===== src/rtl/game_round_ctrl_if.sv =====
// Signal bundle between the game round controller and its input/judge/display neighbours.
// master drives the player-side inputs; slave is the controller itself.
interface game_round_ctrl_if #(
  parameter int HP_W = 3
);
  logic            START;
  logic            Q_READY;
  logic            ANS_TOG;
  logic            WRONG_IN;
  logic [1:0]      JUDGE_IN;
  logic [3:0]      STATE;
  logic [HP_W-1:0] HP_ME;
  logic [HP_W-1:0] HP_OPP;
  logic [7:0]      ROUND_CNT;
  logic            SHOWING;
  logic            TMO;

  modport master (
    output START, Q_READY, ANS_TOG, WRONG_IN, JUDGE_IN,
    input  STATE, HP_ME, HP_OPP, ROUND_CNT, SHOWING, TMO
  );

  modport slave (
    input  START, Q_READY, ANS_TOG, WRONG_IN, JUDGE_IN,
    output STATE, HP_ME, HP_OPP, ROUND_CNT, SHOWING, TMO
  );
endinterface


===== src/rtl/game_round_ctrl.sv =====
// Round controller for the two-player factorisation game: state sequencing, HP, timed displays.
// Optional answer time limit is enabled by defining ANSWER_TIMEOUT_EN.
module game_round_ctrl #(
  parameter int CLK_HZ  = 50_000_000,
  parameter int SHOW_MS = 1000,
  parameter int HP_MAX  = 5,
  parameter int HP_W    = 3,
  parameter int DMG     = 1,
  parameter int ANS_MS  = 10000
) (
  input logic              CLK,
  input logic              RST,
  game_round_ctrl_if.slave bus
);

  localparam int SHOW_CYC = CLK_HZ / 1000 * SHOW_MS;
  localparam int SHOW_W   = $clog2(SHOW_CYC);
  localparam logic [SHOW_W-1:0] SHOW_LAST = SHOW_W'(SHOW_CYC - 1);
  localparam logic [HP_W-1:0]   HP_INIT   = HP_W'(HP_MAX);

  if (SHOW_CYC < 2 || HP_MAX >= (2 ** HP_W) || DMG < 0 || ANS_MS < 1) begin : g_bad_cfg
    $error("game_round_ctrl: illegal parameter combination");
  end

  typedef enum logic [3:0] {
    S_READY    = 4'd2,
    S_QUESTION = 4'd3,
    S_INPUT    = 4'd4,
    S_DRAW     = 4'd6,
    S_WRONG    = 4'd7,
    S_GOOD     = 4'd8,
    S_OUCH     = 4'd9,
    S_WIN      = 4'd10,
    S_LOSE     = 4'd11
  } state_e;

  state_e            state_q, state_d;
  logic [HP_W-1:0]   hp_me_q, hp_me_d;
  logic [HP_W-1:0]   hp_opp_q, hp_opp_d;
  logic [7:0]        round_q, round_d;
  logic [SHOW_W-1:0] show_cnt_q, show_cnt_d;
  logic              tog_prev_q, tog_prev_d;
  logic              tog;
  logic              showing;
  logic              show_done;

  function automatic logic [HP_W-1:0] sat_sub(input logic [HP_W-1:0] hp);
    if (int'(hp) > DMG) return HP_W'(int'(hp) - DMG);
    else                return '0;
  endfunction

`ifdef ANSWER_TIMEOUT_EN
  localparam int ANS_CYC = CLK_HZ / 1000 * ANS_MS;
  localparam int ANS_W   = $clog2(ANS_CYC + 1);
  localparam logic [ANS_W-1:0] ANS_LAST = ANS_W'(ANS_CYC - 1);

  logic [ANS_W-1:0] ans_cnt_q, ans_cnt_d;
  logic             tmo_q, tmo_d;
`endif

  always_comb begin
    state_d    = state_q;
    hp_me_d    = hp_me_q;
    hp_opp_d   = hp_opp_q;
    round_d    = round_q;
    tog_prev_d = bus.ANS_TOG;
    tog        = bus.ANS_TOG != tog_prev_q;
    showing    = state_q inside {S_DRAW, S_WRONG, S_GOOD, S_OUCH, S_WIN, S_LOSE};
    show_done  = show_cnt_q == SHOW_LAST;
`ifdef ANSWER_TIMEOUT_EN
    tmo_d      = 1'b0;
`endif

    case (state_q)
      S_READY:    if (bus.START && bus.Q_READY) state_d = S_QUESTION;
      S_QUESTION: begin
        if (tog && bus.Q_READY)          state_d = S_INPUT;
        else if (bus.JUDGE_IN == 2'b10)  state_d = S_OUCH;
      end
      S_INPUT: begin
        if (tog)                         state_d = S_QUESTION;
        else if (bus.WRONG_IN)           state_d = S_WRONG;
        else if (bus.JUDGE_IN == 2'b01)  state_d = S_GOOD;
        else if (bus.JUDGE_IN == 2'b10)  state_d = S_OUCH;
        else if (bus.JUDGE_IN == 2'b11)  state_d = S_DRAW;
`ifdef ANSWER_TIMEOUT_EN
        else if (ans_cnt_q == ANS_LAST) begin
          state_d = S_OUCH;
          tmo_d   = 1'b1;
        end
`endif
      end
      S_WRONG:    if (show_done) state_d = S_INPUT;
      S_DRAW:     if (show_done) state_d = S_READY;
      // HP was already reduced on the entry edge, so the zero test sees the new value.
      S_GOOD:     if (show_done) state_d = (hp_opp_q == '0) ? S_WIN  : S_READY;
      S_OUCH:     if (show_done) state_d = (hp_me_q  == '0) ? S_LOSE : S_READY;
      S_WIN, S_LOSE: begin
        if (show_done) begin
          state_d  = S_READY;
          hp_me_d  = HP_INIT;
          hp_opp_d = HP_INIT;
          round_d  = '0;
        end
      end
      default:    state_d = S_READY;
    endcase

    if (state_d != state_q) begin
      case (state_d)
        S_GOOD: begin
          hp_opp_d = sat_sub(hp_opp_q);
          round_d  = round_q + 8'd1;
        end
        S_OUCH: begin
          hp_me_d  = sat_sub(hp_me_q);
          round_d  = round_q + 8'd1;
        end
        S_DRAW:  round_d = round_q + 8'd1;
        default: ;
      endcase
    end

    show_cnt_d = (state_d != state_q || !showing) ? '0 : show_cnt_q + 1'b1;
`ifdef ANSWER_TIMEOUT_EN
    ans_cnt_d  = (state_d != state_q || state_q != S_INPUT) ? '0 : ans_cnt_q + 1'b1;
`endif
  end

  always_ff @(posedge CLK) begin
    if (RST) begin
      state_q    <= S_READY;
      hp_me_q    <= HP_INIT;
      hp_opp_q   <= HP_INIT;
      round_q    <= '0;
      show_cnt_q <= '0;
      tog_prev_q <= bus.ANS_TOG;
`ifdef ANSWER_TIMEOUT_EN
      ans_cnt_q  <= '0;
      tmo_q      <= 1'b0;
`endif
    end else begin
      state_q    <= state_d;
      hp_me_q    <= hp_me_d;
      hp_opp_q   <= hp_opp_d;
      round_q    <= round_d;
      show_cnt_q <= show_cnt_d;
      tog_prev_q <= tog_prev_d;
`ifdef ANSWER_TIMEOUT_EN
      ans_cnt_q  <= ans_cnt_d;
      tmo_q      <= tmo_d;
`endif
    end
  end

  assign bus.STATE     = state_q;
  assign bus.HP_ME     = hp_me_q;
  assign bus.HP_OPP    = hp_opp_q;
  assign bus.ROUND_CNT = round_q;
  assign bus.SHOWING   = showing;
`ifdef ANSWER_TIMEOUT_EN
  assign bus.TMO       = tmo_q;
`else
  assign bus.TMO       = 1'b0;
`endif

endmodule


===== src/flat_wrapper.sv =====
// flat-port wrapper written by rule: the top's interface ports become plain ports
module game_round_ctrl_flat 
#(
  parameter int CLK_HZ  = 50_000_000,
  parameter int SHOW_MS = 1000,
  parameter int HP_MAX  = 5,
  parameter int HP_W    = 3,
  parameter int DMG     = 1,
  parameter int ANS_MS  = 10000
)
  (CLK, RST, bus_START, bus_Q_READY, bus_ANS_TOG, bus_WRONG_IN, bus_JUDGE_IN, bus_STATE, bus_HP_ME, bus_HP_OPP, bus_ROUND_CNT, bus_SHOWING, bus_TMO);
  game_round_ctrl_if #(.HP_W(HP_W)) bus_i ();
  input logic CLK;
  input logic RST;
  input wire logic [$bits(bus_i.START)-1:0] bus_START;
  input wire logic [$bits(bus_i.Q_READY)-1:0] bus_Q_READY;
  input wire logic [$bits(bus_i.ANS_TOG)-1:0] bus_ANS_TOG;
  input wire logic [$bits(bus_i.WRONG_IN)-1:0] bus_WRONG_IN;
  input wire logic [$bits(bus_i.JUDGE_IN)-1:0] bus_JUDGE_IN;
  output wire logic [$bits(bus_i.STATE)-1:0] bus_STATE;
  output wire logic [$bits(bus_i.HP_ME)-1:0] bus_HP_ME;
  output wire logic [$bits(bus_i.HP_OPP)-1:0] bus_HP_OPP;
  output wire logic [$bits(bus_i.ROUND_CNT)-1:0] bus_ROUND_CNT;
  output wire logic [$bits(bus_i.SHOWING)-1:0] bus_SHOWING;
  output wire logic [$bits(bus_i.TMO)-1:0] bus_TMO;
  assign bus_i.START = bus_START;
  assign bus_i.Q_READY = bus_Q_READY;
  assign bus_i.ANS_TOG = bus_ANS_TOG;
  assign bus_i.WRONG_IN = bus_WRONG_IN;
  assign bus_i.JUDGE_IN = bus_JUDGE_IN;
  assign bus_STATE = bus_i.STATE;
  assign bus_HP_ME = bus_i.HP_ME;
  assign bus_HP_OPP = bus_i.HP_OPP;
  assign bus_ROUND_CNT = bus_i.ROUND_CNT;
  assign bus_SHOWING = bus_i.SHOWING;
  assign bus_TMO = bus_i.TMO;
  game_round_ctrl #(.CLK_HZ(CLK_HZ), .SHOW_MS(SHOW_MS), .HP_MAX(HP_MAX), .HP_W(HP_W), .DMG(DMG), .ANS_MS(ANS_MS)) u_core (.CLK(CLK), .RST(RST), .bus(bus_i));
endmodule

===== config.mk =====
export PLATFORM = sky130hd
export DESIGN_NAME = game_round_ctrl_flat
export DESIGN_NICKNAME = d
export VERILOG_FILES = /design/src/rtl/game_round_ctrl_if.sv /design/src/rtl/game_round_ctrl.sv /design/src/flat_wrapper.sv
export SDC_FILE = /design/constraint.sdc
export NUM_CORES = 1
export LEC_CHECK = 0
export CAP_MARGIN = 20
export CORE_ASPECT_RATIO = 2
export CORE_MARGIN = 5
export CORE_UTILIZATION = 40
export DETAILED_ROUTE_END_ITERATION = 8
export HOLD_SLACK_MARGIN = 0.03
export PLACE_DENSITY = 0.62
export SKIP_CTS_REPAIR_TIMING = 1
export SYNTH_ARGS = -nofsm -noshare
export SYNTH_HDL_FRONTEND = slang
export SYNTH_SLANG_ARGS = --single-unit

===== constraint.sdc =====
create_clock -name CLK -period 3.2 [get_ports CLK]
set_input_delay 0.32 -clock CLK [delete_from_list [all_inputs] [get_ports CLK]]
set_output_delay 0.32 -clock CLK [all_outputs]
set_load 0.005 [all_outputs]

==> impl_metrics.ini <==
[run_status]
status = complete, no violations

[clock_tree]
numClockSinks = 45
clkTransAtPathRegs_ps = 60
cts_tree = done
insertion_delay_ps = 290
root_buffer = clkbuf_16
htree_levels = 2
cts-buffers-inserted = 5
clock_path_buffers = 2

[worst_hold_path]
min_delay_path_depth = 2
worstHoldStart = u_core.bus.ROUND_CNT[7]
hp-class = flip-flop to flip-flop

[cells_and_area]
nets = 394
num_antenna_cells = 0
fill_cells = 627
drive_gt1_share_pct = 24.3
areaGrowthSynthToFinish_pct = 29.5
final_cell_count_no_fill = 467

[floorplanning]
rows = 42
die_y_microns = 127
pin_count = 28
start_util_pct = 41.2
fp.dieArea_sq_um = 8720
fp.coreArea_sq_um = 6670
die_x_microns = 68.6

[pwr]
p_leak_nw = 1.21
powerDensity_nw_per_um2 = 345
ir_drop_v = 0.000312

[logic_synthesis]
synth_edf_count = 0
yosysWarningCount = 0
synth_ff_type = dfxtp_1
syn_inst = 317
synth_top_area_share_pct = 32.8
yosysTopAreaCell = dfxtp_1
post_synth_num_cell_types = 60
syn-num-nets = 333
synth_seq_area_share_pct = 32.8
netlist_area_sq_um = 2750
avgSynthCellArea_sq_um = 8.66
ys_top_cells_by_area = dfxtp_1 33%, nor2_4 7.4%, xor2_1 5.4%
synth-seq-cells = 45
synthArstFlopShare_pct = 0

[setup_path]
rrSetupSlack_ps = 110
crit_arrival_ps = 3320
crit_path_end = u_core.show_cnt_q[11]
endpoint_kind = flip-flop
worstSetupPathType = flip-flop to flip-flop
r2r-start = u_core.show_cnt_q[1]
worstReg2RegEnd = u_core.show_cnt_q[11]
ff2ff_path_depth = 9
cp-startpoint = u_core.show_cnt_q[1]
crit_required_ps = 3430
crit_path_start_kind = flip-flop
cp_max_fo = 13

[job]
drv_cap = 0

[placement]
place_ws_ps = -143
detailed_place_hpwl_microns = 5180
dp.cells = 458
portBuffers = 26
routabilityCongestion = 0.865

[sta]
fin_tns_setup_ps = 0
maxSlewHeadroom_pct = 61.9
tightest_slew_ps = 565
finalHoldViolCount = 0
setup_violations = 0
drv_slew = 0
fin_skew_ps = 5.25
layout_setup_ws_ps = 107
fmax_ghz = 0.323
fin_crit_ps = 3090
finalCritPeriodShare_pct = 96.6

[global_route]
track_usage_pct = 16.4
grt_pass1_vias = 2406
grt_max_degree = 27
grt_overflow = 0
antenna_found_initial = 0
grt_pass1_wl_microns = 10900

[routing]
vias = 2453
routed_wl_microns = 6760
dr.pass1.iters = 5
drtIter0Drc = 95
antenna_left = 0
post_drt_wl_per_cell_microns = 14.5
vias_per_cell = 5.25
drcViolationCount = 0
-- cells by family after synthesis --
logic type	count (synthesis)	share of synthesized area [%]
AOI/OAI and AO/OA	57	13.8
other	1	0.137
adders and majority gates	8	3.64
xor gates and xnor gates	27	8.61
muxes	3	1.18
and+or+nand+nor	153	34.9
DFF	45	32.8
buffers and inverters	23	4.87
-- final cells by class --
type / instances / area [sq um] / share of cell area [%]
Timing Repair Buffer: 66 / 594 / 16.7
Clock buffer: 7 / 133 / 3.73
Inverter: 11 / 41.3 / 1.16
Clock inverter: 1 / 7.51 / 0.211
Tap cell: 88 / 110 / 3.10
Multi-Input combinational cell: 249 / 1760 / 49.6
Sequential cell: 45 / 906 / 25.5
-- cell usage after synthesis, types with 6 or more instances --
library cell / number
nand3_1: 19
dfxtp_1: 45
o21ai_0: 9
clkbuf_1: 7
nor2_4: 18
inv_1: 11
nor3_1: 6
ha_1: 8
nand4_1: 7
nor2_1: 27
a21o_1: 6
a21oi_1: 16
xnor2_1: 10
nand2b_1: 11
xor2_1: 17
nand2_1: 22
-- worst min path at each step --
| stage | endpoint | slack [ps] |
|---|---|---|
| finish | u_core.bus.ROUND_CNT[7] | 500 |
| detailed placement | u_core.bus.ROUND_CNT[7] | 490 |
| floorplan | u_core.tog_prev_q | 350 |
| global route | u_core.bus.ROUND_CNT[7] | 520 |
| global placement | u_core.bus.ROUND_CNT[7] | 480 |
| CTS | u_core.bus.ROUND_CNT[7] | 500 |
-- worst max-delay path: stages, from the launching register on --
cell and delay (ps):
dfxtp_4 360, ha_4 150, nand3_4 70, or4_4 490, or3_4 400, o2111a_1 260, or4_4 420, or4b_4 540
clkbuf_16 230, nor2_4 100
-- metal layers --
metal  global-route usage [%]  wire [microns]
met5                        0               0
met4                     9.26             327
met3                     2.81             185
met2                     32.1            3950
met1                     14.4            2300
-- state kept, by name, summed over array words and instances, names as in the netlist --
register / count
u_core.bus.HP_ME: 3
u_core.bus.HP_OPP: 3
u_core.bus.ROUND_CNT: 8
u_core.bus.STATE: 4
u_core.show_cnt_q: 26
u_core.tog_prev_q: 1
-- report_power, final --
group / internal (W) / leakage, nW / switching [W]
Combinational: 0.0000782 / 0.784 / 0.0000706
Sequential: 0.000565 / 0.365 / 0.0000117
Clock: 0.000290 / 0.0641 / 0.000212
-- per-stage QoR --
stage	cell area (sq um)	util, %	total power, W	hold WS [ps]
6_report	3560	53.3	0.00123	503
5_1_grt	3560	53.3	0.00128	521
4_1_cts	3470	52.0	0.00124	500
3_5_place_dp	3330	49.9	0.000728	490
3_3_place_gp	3330	49.9	0.000727	479
2_1_floorplan	2750	-	0.000656	348
-- placed cells by master, fill, tap and decap left out, types with 3 or more instances in the layout --
| cell | instances |
|---|---|
| nand3_1 | 18 |
| or2_2 | 4 |
| and3_1 | 5 |
| clkdlybuf4s50_1 | 26 |
| a21o_1 | 6 |
| nand4_1 | 7 |
| nor2_4 | 18 |
| inv_1 | 11 |
| nand3b_1 | 3 |
| o21ai_0 | 9 |
| a31oi_1 | 5 |
| nand2b_1 | 11 |
| nor3_1 | 6 |
| dfxtp_1 | 43 |
| nand2_1 | 22 |
| or3b_2 | 3 |
| clkbuf_16 | 6 |
| buf_4 | 37 |
| a21oi_1 | 15 |
| nor2b_1 | 5 |
| xnor2_1 | 10 |
| xor2_1 | 17 |
| nor4b_1 | 3 |
| ha_1 | 7 |
| nor2_1 | 27 |
Note: power is estimated with default switching activity, not from simulation.
